<file path="config.mk">
export PLATFORM = sky130hd
export DESIGN_NAME = store_buffer
export DESIGN_NICKNAME = d
export VERILOG_FILES = /design/src/rtl/store_buffer.sv
export SDC_FILE = /design/constraint.sdc
export NUM_CORES = 1
export LEC_CHECK = 0
export BUFFER_PORTS_ARGS = -buffer_cell sky130_fd_sc_hd__buf_2
export CAP_MARGIN = 20
export CORE_MARGIN = 2
export CORE_UTILIZATION = 45
export CTS_CLUSTER_SIZE = 25
export DETAILED_ROUTE_END_ITERATION = 8
export PLACE_DENSITY = 0.65
export SLEW_MARGIN = 15
export SYNTH_ARGS = -nofsm -noshare
export SYNTH_HDL_FRONTEND = slang
export SYNTH_SLANG_ARGS = --single-unit
</file>
<file path="constraint.sdc">
create_clock -name clock -period 9.9 [get_ports clock]
set_input_delay 0.99 -clock clock [delete_from_list [all_inputs] [get_ports clock]]
set_output_delay 0.99 -clock clock [all_outputs]
set_load 0.005 [all_outputs]
</file>
<file path="src/rtl/store_buffer.sv">
// store_buffer
//   Write-back store buffer between a CPU data port and a single-ported data
//   memory. Stores are queued in a circular FIFO and drained to memory one per
//   cycle whenever the memory port is not needed by a load miss. Loads are
//   forwarded from the youngest matching pending store; otherwise they read
//   memory directly.
//
// Ports
//   clock      : single clock, state updates on the rising edge
//   reset_n    : asynchronous active-low reset
//   cpu_addr   : CPU access address (ADDR_W)
//   cpu_read   : CPU load request
//   cpu_write  : CPU store request
//   cpu_wdata  : store data (DATA_W)
//   cpu_rdata  : load result, combinational (DATA_W)
//   stall      : store not accepted this cycle
//   mem_addr   : data memory address (ADDR_W)
//   mem_read   : data memory read enable
//   mem_write  : data memory write enable (memory commits on falling edge)
//   mem_wdata  : data memory write data (DATA_W)
//   mem_rdata  : data memory combinational read data (DATA_W)
//   count      : number of occupied entries (clog2(DEPTH)+1)
//   empty      : asserted when count == 0
module store_buffer #(
  parameter int DEPTH  = 4,
  parameter int ADDR_W = 7,
  parameter int DATA_W = 32
) (
  input  logic                     clock,
  input  logic                     reset_n,
  input  logic [ADDR_W-1:0]        cpu_addr,
  input  logic                     cpu_read,
  input  logic                     cpu_write,
  input  logic [DATA_W-1:0]        cpu_wdata,
  output logic [DATA_W-1:0]        cpu_rdata,
  output logic                     stall,
  output logic [ADDR_W-1:0]        mem_addr,
  output logic                     mem_read,
  output logic                     mem_write,
  output logic [DATA_W-1:0]        mem_wdata,
  input  logic [DATA_W-1:0]        mem_rdata,
  output logic [$clog2(DEPTH):0]   count,
  output logic                     empty
);

  localparam int PW = $clog2(DEPTH);
  localparam logic [PW:0] FULL = (PW+1)'(DEPTH);

  // Entry storage; contents are only meaningful under the occupancy count,
  // so no reset is needed here.
  logic [ADDR_W-1:0] ent_addr [DEPTH];
  logic [DATA_W-1:0] ent_data [DEPTH];

  logic [PW-1:0] head;
  logic [PW-1:0] tail;
  logic [PW:0]   occ;

  logic [PW-1:0]     lk_idx;
  logic              hit;
  logic [DATA_W-1:0] fwd_data;
  logic              miss;
  logic              drain;
  logic              push;

  // Forwarding lookup: walk from oldest (head) to youngest so the last match
  // seen is the youngest store to this address.
  always_comb begin
    hit      = 1'b0;
    fwd_data = '0;
    lk_idx   = '0;
    for (int unsigned i = 0; i < DEPTH; i++) begin
      lk_idx = head + PW'(i);
      if (((PW+1)'(i) < occ) && (ent_addr[lk_idx] == cpu_addr)) begin
        hit      = 1'b1;
        fwd_data = ent_data[lk_idx];
      end
    end
  end

  // The memory port goes to a load miss first; a drain only uses it when
  // free. Everything is gated by reset_n so no access occurs while in reset.
  always_comb begin
    miss  = reset_n & cpu_read & ~hit;
    drain = reset_n & ~miss & (occ != '0);
    stall = reset_n & cpu_write & (occ == FULL) & ~drain;
    push  = reset_n & cpu_write & ~stall;
  end

  always_comb begin
    mem_read  = miss;
    mem_write = drain;
    mem_addr  = '0;
    mem_wdata = '0;
    cpu_rdata = '0;
    if (miss) begin
      mem_addr  = cpu_addr;
      cpu_rdata = mem_rdata;
    end else if (drain) begin
      mem_addr  = ent_addr[head];
      mem_wdata = ent_data[head];
    end
    if (cpu_read && hit) begin
      cpu_rdata = fwd_data;
    end
  end

  assign count = occ;
  assign empty = (occ == '0);

  always_ff @(posedge clock or negedge reset_n) begin
    if (!reset_n) begin
      head <= '0;
      tail <= '0;
      occ  <= '0;
    end else begin
      if (push) begin
        tail <= tail + PW'(1);
      end
      if (drain) begin
        head <= head + PW'(1);
      end
      case ({push, drain})
        2'b10:   occ <= occ + (PW+1)'(1);
        2'b01:   occ <= occ - (PW+1)'(1);
        default: occ <= occ;
      endcase
    end
  end

  always_ff @(posedge clock) begin
    if (push) begin
      ent_addr[tail] <= cpu_addr;
      ent_data[tail] <= cpu_wdata;
    end
  end

endmodule

</file>
Word-level counts from Yosys, hierarchy flattened
Memories as Yosys holds them, arrays and structs flattened.
Index checks and enable logic that the tools add are counted.
- bits in writable memories: 156
- input port bits: 75
- output and inout port bits: 78
- register bits after elaboration: 7
- bits in read-only memories: 0
- latch bits: 0
- memories: 2
- word-level logic and storage cells: 59
- shifts and indexed selects: 0
- eq/ne operators: 7
- bitwise operators: 12
- multiplexer cells: 17
- $add $sub $neg: 6
- reduce and logical (&&, ||, !) cells: 8
- order comparisons: 4
- div/mod/pow operators: 0
- multipliers: 0
- memory list (memory ; depth ; bits a word ; rd ports ; clocked after memory_dff ; write ports ; RTL line ; text):
    ent_data ; 4 ; 32 ; 4 ; 0 ; 1 ; 52 ; logic [DATA_W-1:0] ent_data [DEPTH];
    ent_addr ; 4 ; 7 ; 4 ; 0 ; 1 ; 51 ; logic [ADDR_W-1:0] ent_addr [DEPTH];
- operator list (cell ; count):
    $mux W32 ; 8
    $eq A7 B7 Y1 ; 4
    $mux W7 ; 2
    $and A1 B1 Y1 ; 8
    $lt A1 B3 Y1 const A ; 2
    $lt A2 B3 Y1 const A ; 2
    $mux W1 ; 6
    $pmux W3 S2 ; 1
    $logic_and A1 B1 Y1 ; 5
    $add A2 B1 Y2 const B ; 2
    $add A2 B2 Y2 const B ; 2
    $not A1 Y1 ; 4
    $add A3 B1 Y3 const B ; 1
    $eq A3 B3 Y1 const B ; 1
    $logic_not A3 Y1 ; 1
    $reduce_bool A3 Y1 ; 1
    $sub A3 B1 Y3 const B ; 1
    $eq A2 B1 Y1 const B ; 1
    $eq A2 B2 Y1 const B ; 1
    $reduce_bool A2 Y1 ; 1

Depth between registers and ports, before layout
An unclocked memory read counts as a cell.
- depth in word-level cells: 18
- depth in mapped cells: 13
- gate-level depth less buffers: 10

Worst setup path after synthesis
OpenSTA, ideal clock, no wires.
- path type: input to register
- start point: input port cpu_addr[3]
- end point: memory ent_addr[0][0] (enable)
- buffers on the path: 2
- arrival: 3570 ps
- data required time: 9500 ps
- library setup time: 400 ps
- stages: 9
- path slack: 5930 ps
- cell sequence: clkbuf_1 -> xnor2_1 -> nor4_2 -> a21oi_1 -> nor4b_2 -> nor4_1 -> a31oi_1 -> buf_2 -> and2_1
- word-level cells in the longest chain between the ends: 17
- ends and longest elaborated chain (what ; RTL line ; text):
    from (decl) ; 31 ; input logic [ADDR_W-1:0] cpu_addr,
    $eq A7 B7 Y1 ; 73 ; if (((PW+1)'(i) < occ) && (ent_addr[lk_idx] == cpu_addr)) begin
    $logic_and A1 B1 Y1 ; 73 ;
    $mux W1 (3 in a row) ; 73 ;
    $mux W1 * ; 73 ;
    $not A1 Y1 * ; 83 ; miss = reset_n & cpu_read & ~hit;
    $and A1 B1 Y1 * ; 83 ;
    $not A1 Y1 * ; 84 ; drain = reset_n & ~miss & (occ != '0);
    $and A1 B1 Y1 * (2 in a row) ; 84 ;
    $not A1 Y1 * ; 85 ; stall = reset_n & cpu_write & (occ == FULL) & ~drain;
    $and A1 B1 Y1 * ; 85 ;
    $not A1 Y1 * ; 86 ; push = reset_n & cpu_write & ~stall;
    $and A1 B1 Y1 * ; 86 ;
    $mux W1 * ; 131 ; if (push) begin
    $mux W1 (implied by the code) * ; 132 ; ent_addr[tail] <= cpu_addr;
    to (decl) ; 51 ;
Mark *: on every way between the ends. The rest lies on a longest branch, timed or not.

Worst setup path after layout
- start point: register head[1]
- end point: output port cpu_rdata[31]
- word-level cells in the longest chain between the ends: 11
- ends and longest elaborated chain (what ; RTL line ; text):
    from (decl) ; 54 ; logic [PW-1:0] head;
    from (signal assigned) ; 120 ; head <= head + PW'(1);
    $add A2 B1 Y2 or $mem_v2 Z4 W7 (tied branches) ; n/a ;
    $mem_v2 Z4 W7 or $eq A7 B7 Y1 (tied branches) ; n/a ;
    $eq A7 B7 Y1 or $logic_and A1 B1 Y1 (tied branches) ; 73 ;
    $logic_and A1 B1 Y1 or $mux W1 (tied branches) ; 73 ;
    $mux W1 (3 in a row) ; 73 ;
    $not A1 Y1 ; 83 ;
    $and A1 B1 Y1 ; 83 ;
    $mux W32 ; 95 ; if (miss) begin
    $mux W32 * ; 102 ; if (cpu_read && hit) begin
    to (decl) ; 35 ; output logic [DATA_W-1:0] cpu_rdata,
Marked as above.

==> impl_metrics.toml <==
[outcome]
status = "complete, no violations"

[yosys]
ys_seq_area_share_pct = 46.6
synth_common_cells = "edfxtp_1 (156), nand2_1 (138), mux4_2 (78), o211ai_1 (64), o21ai_0 (59)"
synth_top_area_cell = "edfxtp_1"
avgSynthCellArea_sq_um = 12.3
yosysMostFrequentCell = "edfxtp_1"
synthesis.nets = 928
ys_async_sr_fraction_pct = 4.29
synth_edf_count = 156
yosys.area.top_type_share_pct = 45.0
synth_seq_cells = 163
syn-cell-area_sq_um = 10400
synth-main-ff-cell = "edfxtp_1"
syn_inst = 845
synthDistinctLibCells = 40
synth.area.top_cells = "edfxtp_1 (45%), mux4_2 (17%), nand2_1 (5.0%)"
yosysWarnings = 0

[clocking]
root_buffer = "clkbuf_16"
clkLatencyLatePin_ns = 0.44
cts_num_sinks = 163
cts_setup_buffers = 0
clockBufferDepth = 2
cts_resized = 0
path_clk_slew_ns = 0.07
cts_buffers = 17
cts_tree = "built"
cts_hold_buf = 0
h-tree-depth = 4

[sta]
worst_slew_pin_slew_ns = 0.987
setup_viol = 0
fmax_mhz = 164
finClkSkew_ns = 0.00951
setup_ws_ns = 3.79
slew_violations = 0
rsz0062_at_grt = "no"
hold_viol = 0
max-slew-margin-rel_pct = 34.2
period_minus_slack_ns = 6.11
finalSetupTns_ns = 0
fin_crit_sh_pct = 61.7

[placed_design]
hpwl_microns = 16300
port_buffers = 152
place_congestion = 0.814
place_ws_ns = 4.23
placed_area_sq_um = 11300

[critical_path]
arrival_ns = 5.12
cp_top_family = "buffers and inverters"
crit_chain = "buf_4 > inv_2 > mux2i_1 > xor2_1 > nand3_1 > nor4_4 > buf_4 > nor3_1 > nor2_4 > o211ai_1 > nand2_1 > buf_2"
worst-path-buf-inv = 4
path_class = "flop to output port"
end_kind = "output port"
critPathRequiredTime_ns = 8.91
startpoint_type = "flop"
crit_slowest_cell = "dfrtp_4"
slowest_delay_ns = 0.79
critPathMaxFanout = 76
path_common_cell = "buf_4"

[detailed_routing]
vias_per_cell = 6.04
drtAntennaViolNets = 0
first_pass_iters = 5
wl_per_cell_microns = 20.5
drc = 0
drt-total-wl_microns = 25400
vias = 7505
drt_iter0_markers = 547

[layout]
drive_above_1_share_pct = 33.6
layout.nets = 1030
multiInputGateArea_sq_um = 5180
seqCellArea_sq_um = 4870
antenna_cells = 0
n_fill_cell = 2003
area_growth_pct = 13.7
finalInstanceArea_sq_um = 11800

[global_route]
antenna_found_initial = 0
first_global_vias = 7287
grt_max_degree = 94
overflow = 0
grt_pass1_wl_microns = 40200
grt_use_total_pct = 21.7

[die]
fp.coreArea_sq_um = 22700
die-area_sq_um = 24400
initial_utilization_pct = 45.9
io_pins = 153
die_width_microns = 156
die_y_microns = 156
rows = 55

[flow_run]
drv_cap = 0

[min_path]
hold_class = "primary input to asynchronous set/reset pin"

[pwr]
irDropWorstVdd_mv = 0.180
power_leakage_nw = 4.33
p_total_mw = 2.93
power_density_nw_per_um2 = 247
-- power by group --
part	internal [mW]	switching, mW	leakage [nW]	total (mW)
Clock	0.369	0.269	0.275	0.639
Combinational	0.638	0.667	2.56	1.30
Sequential	0.846	0.143	1.50	0.989
-- registers in the layout, indices dropped and copies added, names as in the netlist --
register	count
ent_data	128
ent_addr	28
count	3
head	2
tail	2
-- final timing paths --
path                           from              to  slack (ns)  depth (start not counted)
hold / removal              reset_n        count[1]        0.40                          1
setup / recovery            head[1]   cpu_rdata[31]        3.79                         12
max in group asynchronous   reset_n         head[0]        9.26                          1
hold reg to reg            count[0]        count[0]        0.62                          1
setup reg to reg            head[1]  ent_data[1][4]        4.46                         10
min in group clock         count[0]        count[0]        0.62                          1
-- per-stage QoR --
stage	utilization [%]	hold slack [ns]	cells
final	52.2	0.404	1243
after CTS	52.2	0.395	1243
after detailed placement	49.7	0.610	1213
after global routing	52.2	0.403	1243
after floorplan	-	0.572	845
after global placement	49.7	0.599	1213
-- cell families after synthesis --
group | share of synthesized area, %
flops | 46.6
compound gates | 11.6
fa+ha+maj | 0.961
buf+inv | 3.87
simple gates | 8.86
xor+xnor | 2.94
mux | 25.1
-- area by class of cell --
class | instances | share of cell area, %
flip-flops and latches | 163 | 41.1
multi-input cells | 594 | 43.8
clock inverters | 12 | 1.15
well taps | 285 | 3.01
repair buffers | 163 | 7.12
clock buffers | 18 | 3.62
inverters | 8 | 0.253
-- routing by layer --
| metal | GRT usage [%] | vias to the layer above | part of all wire (%) |
|---|---|---|---|
| met5 | 0 | - | 0 |
| met2 | 34.2 | 225 | 48 |
| met4 | 7.95 | 0 | 2.0 |
| met3 | 3.86 | 36 | 5.1 |
| met1 | 30.2 | 3761 | 45 |
| li1 | - | 3483 | - |
-- cell usage in the layout, fill, tap and decap left out, types with 9 or more instances in the layout --
cell type,instances
o211ai_1,64
a22oi_1,32
edfxtp_1,156
mux2_2,34
o21ai_0,59
xnor2_1,31
o21ai_1,9
clkbuf_16,17
nand2_1,138
mux2i_1,48
buf_4,11
mux4_2,78
buf_2,152
nor2_1,40
-- worst register-to-register path, stage by stage (launching register included) --
cell	delay [ns]
dfrtp_4	0.79
buf_4	0.76
mux4_2	0.46
xnor2_1	0.28
nand3_1	0.17
nor4b_4	0.25
buf_4	0.47
nor4_1	0.16
a31oi_1	0.72
and2_2	0.47
buf_4	0.52
Note: power is estimated with default switching activity, not from simulation.
